### config.mk
export PLATFORM = sky130hd
export DESIGN_NAME = memory_interface
export DESIGN_NICKNAME = d
export VERILOG_FILES = /design/src/rtl/memory_interface_pkg.sv /design/src/rtl/memory_interface.sv
export SDC_FILE = /design/constraint.sdc
export NUM_CORES = 1
export LEC_CHECK = 0
export ABC_AREA = 1
export CAP_MARGIN = 5
export CORE_MARGIN = 2
export CORE_UTILIZATION = 37
export CTS_CLUSTER_DIAMETER = 30
export DETAILED_ROUTE_END_ITERATION = 16
export PLACE_DENSITY = 0.89
export RECOVER_POWER = 25
export SKIP_CTS_REPAIR_TIMING = 1
export SLEW_MARGIN = 30
export SYNTH_ARGS = -nofsm -noshare
export SYNTH_HDL_FRONTEND = slang
export SYNTH_SLANG_ARGS = --single-unit
### constraint.sdc
create_clock -name clk -period 1.3 [get_ports clk]
set_clock_uncertainty 0.15 [all_clocks]
set_input_delay 0.26 -clock clk [delete_from_list [all_inputs] [get_ports clk]]
set_output_delay 0.26 -clock clk [all_outputs]
set_load 0.01 [all_outputs]
### src/rtl/memory_interface_pkg.sv
// Shared definitions for memory_interface: FSM state encoding, data word
// width and the default bus timeout.
package memory_interface_pkg;

    localparam int unsigned WORD_W          = 32;
    localparam int unsigned DEFAULT_TIMEOUT = 16;

    typedef enum logic [1:0] {
        ST_IDLE = 2'd0,
        ST_BUS  = 2'd1,
        ST_DONE = 2'd2,
        ST_HOLD = 2'd3
    } state_e;

endpackage

### src/rtl/memory_interface.sv
// memory_interface: turns level MEM_read / MEM_write requests from the control
// unit into a single handshaked word access on the memory bus, keeps the read
// result in the MDR (Data) and signals completion with a one-cycle MFC pulse.
//
// Ports:
//   clk, reset_n             clock, asynchronous active-low reset
//   Address, RM              byte address and store data of the access
//   MEM_read, MEM_write      level requests (both high is an illegal request)
//   Data                     memory data register, loaded by reads only
//   MFC, bus_err             completion pulse and error pulse (error rides MFC)
//   busy                     high whenever the FSM is not idle
//   mem_addr, mem_wdata      latched word address and store data
//   mem_req, mem_we          bus request and write strobe
//   mem_rdata, mem_ack       read data and completion from memory
//
// Build option: MEM_IF_TIMEOUT_EN adds a bus watchdog that abandons an access
// after TIMEOUT_CYCLES cycles without mem_ack and reports bus_err.
module memory_interface
    import memory_interface_pkg::*;
#(
    parameter int unsigned TIMEOUT_CYCLES = DEFAULT_TIMEOUT
) (
    input  logic              clk,
    input  logic              reset_n,
    input  logic [WORD_W-1:0] Address,
    input  logic [WORD_W-1:0] RM,
    input  logic              MEM_read,
    input  logic              MEM_write,
    output logic [WORD_W-1:0] Data,
    output logic              MFC,
    output logic              busy,
    output logic              bus_err,
    output logic [WORD_W-1:0] mem_addr,
    output logic [WORD_W-1:0] mem_wdata,
    output logic              mem_req,
    output logic              mem_we,
    input  logic [WORD_W-1:0] mem_rdata,
    input  logic              mem_ack
);

    state_e            state_q, state_d;
    logic [WORD_W-1:0] data_q, data_d;
    logic [WORD_W-1:0] addr_q, addr_d;
    logic [WORD_W-1:0] wdata_q, wdata_d;
    logic              op_q, op_d;       // 1 = write
    logic              err_q, err_d;     // pending error for the DONE pulse
    logic              mfc_q, mfc_d;
    logic              busy_q, busy_d;
    logic              berr_q, berr_d;
    logic              req_q, req_d;
    logic              we_q, we_d;

    // Byte offset is not used: accesses are always whole words.
    logic [1:0] unused_addr_lsb;
    assign unused_addr_lsb = Address[1:0];

`ifdef MEM_IF_TIMEOUT_EN
    localparam int unsigned CNT_W = (TIMEOUT_CYCLES > 1) ? $clog2(TIMEOUT_CYCLES) : 1;
    localparam logic [CNT_W-1:0] CNT_LAST = CNT_W'(TIMEOUT_CYCLES - 1);

    logic [CNT_W-1:0] cnt_q, cnt_d;
`else
    logic [31:0] unused_timeout;
    assign unused_timeout = 32'(TIMEOUT_CYCLES);
`endif

    // State and output registers.
    always_ff @(posedge clk or negedge reset_n) begin
        if (!reset_n) begin
            state_q <= ST_IDLE;
            data_q  <= '0;
            addr_q  <= '0;
            wdata_q <= '0;
            op_q    <= 1'b0;
            err_q   <= 1'b0;
            mfc_q   <= 1'b0;
            busy_q  <= 1'b0;
            berr_q  <= 1'b0;
            req_q   <= 1'b0;
            we_q    <= 1'b0;
`ifdef MEM_IF_TIMEOUT_EN
            cnt_q   <= '0;
`endif
        end else begin
            state_q <= state_d;
            data_q  <= data_d;
            addr_q  <= addr_d;
            wdata_q <= wdata_d;
            op_q    <= op_d;
            err_q   <= err_d;
            mfc_q   <= mfc_d;
            busy_q  <= busy_d;
            berr_q  <= berr_d;
            req_q   <= req_d;
            we_q    <= we_d;
`ifdef MEM_IF_TIMEOUT_EN
            cnt_q   <= cnt_d;
`endif
        end
    end

    // Next-state logic; outputs are decoded from the next state so they are
    // registered and line up with the state they describe.
    always_comb begin
        state_d = state_q;
        data_d  = data_q;
        addr_d  = addr_q;
        wdata_d = wdata_q;
        op_d    = op_q;
        err_d   = err_q;
`ifdef MEM_IF_TIMEOUT_EN
        cnt_d   = cnt_q;
`endif

        case (state_q)
            ST_IDLE: begin
                if (MEM_read && MEM_write) begin
                    // Conflicting request: report it without touching the bus.
                    err_d   = 1'b1;
                    state_d = ST_DONE;
                end else if (MEM_read || MEM_write) begin
                    addr_d  = {Address[WORD_W-1:2], 2'b00};
                    wdata_d = RM;
                    op_d    = MEM_write;
                    err_d   = 1'b0;
                    state_d = ST_BUS;
`ifdef MEM_IF_TIMEOUT_EN
                    cnt_d   = '0;
`endif
                end
            end
            ST_BUS: begin
                if (mem_ack) begin
                    if (!op_q) begin
                        data_d = mem_rdata;
                    end
                    state_d = ST_DONE;
                end
`ifdef MEM_IF_TIMEOUT_EN
                else if (cnt_q == CNT_LAST) begin
                    err_d   = 1'b1;
                    state_d = ST_DONE;
                end else begin
                    cnt_d = cnt_q + CNT_W'(1);
                end
`endif
            end
            ST_DONE: begin
                state_d = ST_HOLD;
            end
            ST_HOLD: begin
                // Wait for the request to go away so it is not served twice.
                if (!MEM_read && !MEM_write) begin
                    state_d = ST_IDLE;
                end
            end
            default: begin
                state_d = ST_IDLE;
            end
        endcase

        busy_d = (state_d != ST_IDLE);
        req_d  = (state_d == ST_BUS);
        we_d   = req_d && op_d;
        mfc_d  = (state_d == ST_DONE);
        berr_d = mfc_d && err_d;
    end

    assign Data      = data_q;
    assign MFC       = mfc_q;
    assign busy      = busy_q;
    assign bus_err   = berr_q;
    assign mem_addr  = addr_q;
    assign mem_wdata = wdata_q;
    assign mem_req   = req_q;
    assign mem_we    = we_q;

endmodule

==> After elaboration in Yosys (flattened, before gate mapping) <==
Index checks and enable logic that the tools add are counted.
{ "op_classes": {"multipliers": 0, "magnitude_cmp": 0, "add_sub_neg": 0, "n_mux": 11, "reduce_logical": 11, "div": 0, "eq_ne": 5, "shift": 0, "bitwise_logic": 2} }
{ "op_table": {"columns": ["operator", "n"], "rows": [
  ["2-to-1 mux 2 bit", 4],
  ["one-hot mux 2 bit (4 select lines)", 1],
  ["== test 2 bit (second input constant)", 3],
  ["2-to-1 mux 1 bit", 6],
  ["AND reduction 3 bit", 2],
  ["== test 2 x 1 -> 1 bit (second input constant)", 2],
  ["logical AND 1 bit", 4],
  ["zero test 1 bit", 2],
  ["zero test 2 bit", 1],
  ["inverter 1 bit", 2],
  ["nonzero test 2 bit", 1],
  ["logical OR 1 bit", 1]
]} }
{ "word_totals": {"ramBits": 0, "output_inout_bits": 101, "word_cells": 40, "input_bits": 101, "regBits": 103, "romBits": 0, "latch_bits": 0, "mem_count": 0} }

==> Logic depth before layout (Yosys ltp) <==
{ "depth": {"word_depth": 6, "depth_mapped": 8, "depth_no_buf": 7} }

==> Worst setup path before layout <==
OpenSTA, ideal clock, no wires.
{ "synth_path": {"kind": "reg-to-reg", "from": "register state_q[1]", "to": "register wdata_q[23], in the netlist mem_wdata[23]", "period_less_slack_ps": 1457, "setup_time_ps": 130, "slack_ps": -157, "stages_incl_launch_ff": 7, "required_time_ps": 1020, "arrival_ps": 1176, "n_path_buf": 2, "cell_sequence": "dfrtp_1 -> nor2_2 -> nand3_2 -> buf_2 -> buf_2 -> nand2_1 -> o21ai_1"} }
{ "synth_via": {"elab_chain_cells": 2} }
{ "synth_rtl": {"columns": ["element", "line", "source"], "rows": [
  ["from (decl)", "memory_interface.sv:41", "state_e state_q, state_d;"],
  ["from (signal assigned)", "memory_interface.sv:85", "state_q <= state_d;"],
  ["zero test 2 bit", "memory_interface.sv:115", "case (state_q)"],
  ["AND reduction 3 bit (no line)", null, null],
  ["to (signal assigned)", "memory_interface.sv:88", "wdata_q <= wdata_d;"],
  ["to (decl)", "memory_interface.sv:44", "logic [WORD_W-1:0] wdata_q, wdata_d;"]
]} }
No other way between the ends.
A chain may end at the register's enable or synchronous reset.

==> Final worst setup path <==
{ "layout_path": {"from": "register state_q[0]", "to": "register data_q[1], in the netlist Data[1]"} }
{ "layout_via": {"elab_chain_cells": 2} }
{ "layout_rtl": {"columns": ["element", "line", "source"], "rows": [
  ["== test 2 x 1 -> 1 bit", "memory_interface.sv:115", null],
  ["AND reduction 3 bit (no line)", null, null],
  ["to (signal assigned)", "memory_interface.sv:86", "data_q <= data_d;"],
  ["to (decl)", "memory_interface.sv:42", "logic [WORD_W-1:0] data_q, data_d;"]
]} }
No other way between the ends.

==> flow_metrics.tcl <==
set metrics [dict create \
    syn-mean-instance-area_sq_um 9.423 \
    drive_gt1_frac 0.3004 \
    place.port_buffers 197 \
    cts.reportedPaths.clkPinSlew_ns 0.07 \
    p_leak_nw 3.585 \
    total_power_w 0.01420 \
    diodes 0 \
    synth_compound_area_frac 0.1447 \
    post-route-drc-count 0 \
    drt_iter0_drc 144 \
    final_cells 819 \
    synth_top_area_cell "dfrtp_1" \
    grt_pass1_wl_microns 16160 \
    start_util 0.3826 \
    cts_tree "yes" \
    wl_per_cell_microns 13.79 \
    synth_top_family_by_area "compound AO/OA/AOI/OAI gates" \
    slowest_delay_ns 0.36 \
    cp-start-kind "register" \
    synthesis.area_sq_mm 0.004184 \
    met2_usage 0.3019 \
    clockRootBuffer "clkbuf_16" \
    whs_ns 0.2868 \
    die_h_microns 110.3 \
    path_class "reg -> reg" \
    rsz0062_at_grt "yes" \
    grt.total_usage 0.1724 \
    synth_adder_area_share 0 \
    cp_slowest_cell "dfrtp_1" \
    synthTopCellsByArea "dfrtp_1 (62%), nand2_1 (9.6%), inv_1 (9.2%)" \
    gr-total-overflow 0 \
    synth_top_area_frac 0.6160 \
    drtPass1Iterations 4 \
    synth-seq-cells 103 \
    cts_buffer_depth 2 \
    yosysWarnings 0 \
    yosysSeqAreaShare 0.6160 \
    antenna_found_initial 0 \
    grt_max_degree 65 \
    crit_fanout 8 \
    cts_max_level 3 \
    setup_violations 100 \
    synth_cell_types 17 \
    crit_buf_inv 2 \
    clkLatencyLatePin_ns 0.33 \
    gp_congestion 0.7565 \
    synthXorXnorAreaFrac 0 \
    core_area_sq_mm 0.01094 \
    cp.arrival_ns 1.55 \
    drv_slew 0 \
    io_pins 202 \
    grt_use_met1 0.1976 \
    die_x_microns 110.3 \
    numCtsBuffers 9 \
    vdd_drop_max_uv 1071 \
    fmax_mhz 676.0 \
    seqCellArea_sq_mm 0.002577 \
    violations "negative setup slack" \
    status "finished with violations" \
    crit_family "simple AND/OR/NAND/NOR gates" \
    final_cell_mix "dfrtp_1 (103), nand2_1 (103), inv_1 (103), clkdlybuf4s50_1 (96), clkbuf_2 (96)" \
    crit_start "state_q[0]$_DFF_PN0_" \
    rows 38 \
    crit_chain "inv_2, nor2_2, nand2_1, or2_4, clkbuf_16, nand2_1, o21ai_2" \
    dpl.hpwl_microns 7997 \
    area_delta_synth_final_pct 55.41 \
    powerDensity_mw_per_mm2 2184 \
    fin_nets 776 \
    min_from "MEM_read" \
    post-route-util 0.5946 \
    routed_wl_microns 11290 \
    nFillCells 925 \
    hold_viol 0 \
    drt-vias-per-instance 4.431 \
    r2r_slack_ns -0.18 \
    synthMuxAreaShare 0 \
    syn-instance-count 444 \
    multi_input_area_sq_mm 0.001109 \
    vias 3629 \
    ant_nets 0 \
    rr_startpoint "state_q[0]$_DFF_PN0_" \
    hp-class "in -> reg" \
    cp-end-kind "register" \
    maxCapViolCount 0 \
    first_global_vias 3533 \
    grt_most_used_layer "met2" \
    cpMostUsedCell "nand2_1" \
    crit_required_ns 1.38 \
    fin_crit_sh 1.138 \
    grt_util_met3 0.03880 \
    place_ws_ns -0.4977 \
    fin_ws_ns -0.1792 \
    yosys.area_share.simple 0.1080 \
    dp.cells 782 \
    finalCriticalPeriod_ns 1.479 \
    cts.sinks 103 \
    die-area_sq_mm 0.01217 \
]
## Yosys cell counts, drive strengths merged
cell / number
o21ai: 95
dfrtp: 103
buf: 16
a21oi: 2
nand3: 3
or2: 1
nor2: 5
clkbuf: 6
nand2: 107
inv: 105
conb: 1
## per-stage QoR
step | instance area (sq um) | setup TNS (ns)
after floorplan | 4249 | -6.626
after global placement | 6414 | -42.76
after CTS | 6734 | -51.98
final | 6502 | -12.60
after global routing | 6502 | -20.93
after detailed placement | 6414 | -45.64
## path summary, 6_finish.rpt
path | end | depth (start not counted)
min | op_q$_DFF_PN0_ | 5
max in group asynchronous | Data[5]$_DFFE_PN0P_ | 3
min reg2reg | Data[26]$_DFFE_PN0P_ | 2
min in group asynchronous | mem_addr[10]$_DFFE_PN0P_ | 2
max | Data[1]$_DFFE_PN0P_ | 7
max reg2reg | Data[1]$_DFFE_PN0P_ | 7
## final cells by class
cell class | count | share of cell area
Clock inverter | 5 | 0.01251
Tap cell | 140 | 0.02694
Timing Repair Buffer | 241 | 0.2963
Inverter | 105 | 0.06061
Multi-Input combinational cell | 215 | 0.1705
Sequential cell | 103 | 0.3964
Clock buffer | 10 | 0.03675
## per-layer routing
layer,share of wire,up-vias
met5,0,-
met1,0.39,1695
met3,0.069,22
li1,-,1789
met2,0.52,123
met4,0.025,0
## worst reg2reg max path, delay by kind of cell, from the launching register on
kind | cells | cell delay, ns
AOI/OAI and AO/OA | 1 | 0.06
buffers and inverters | 2 | 0.23
DFF | 1 | 0.36
and+or+nand+nor | 4 | 0.59
## cells by family after synthesis
kind of cell           Yosys count
AO/OA/AOI/OAI                   97
buffers and inverters          127
flip-flops                     103
other                            1
AND/OR/NAND/NOR                116
## report_power, final
group          switching (W)  leakage [nW]  internal [W]
Combinational        0.00305          2.14       0.00273
Clock                0.00116         0.155       0.00173
Sequential          0.000823          1.29       0.00471
## flip-flops by register name, summed over array words and instances (netlist names)
register / flops
Data: 32
mem_wdata: 32
mem_addr: 30
state_q: 2
MFC: 1
bus_err: 1
busy: 1
err_q: 1
mem_req: 1
mem_we: 1
op_q: 1
Power figures use the tool's default switching activity.
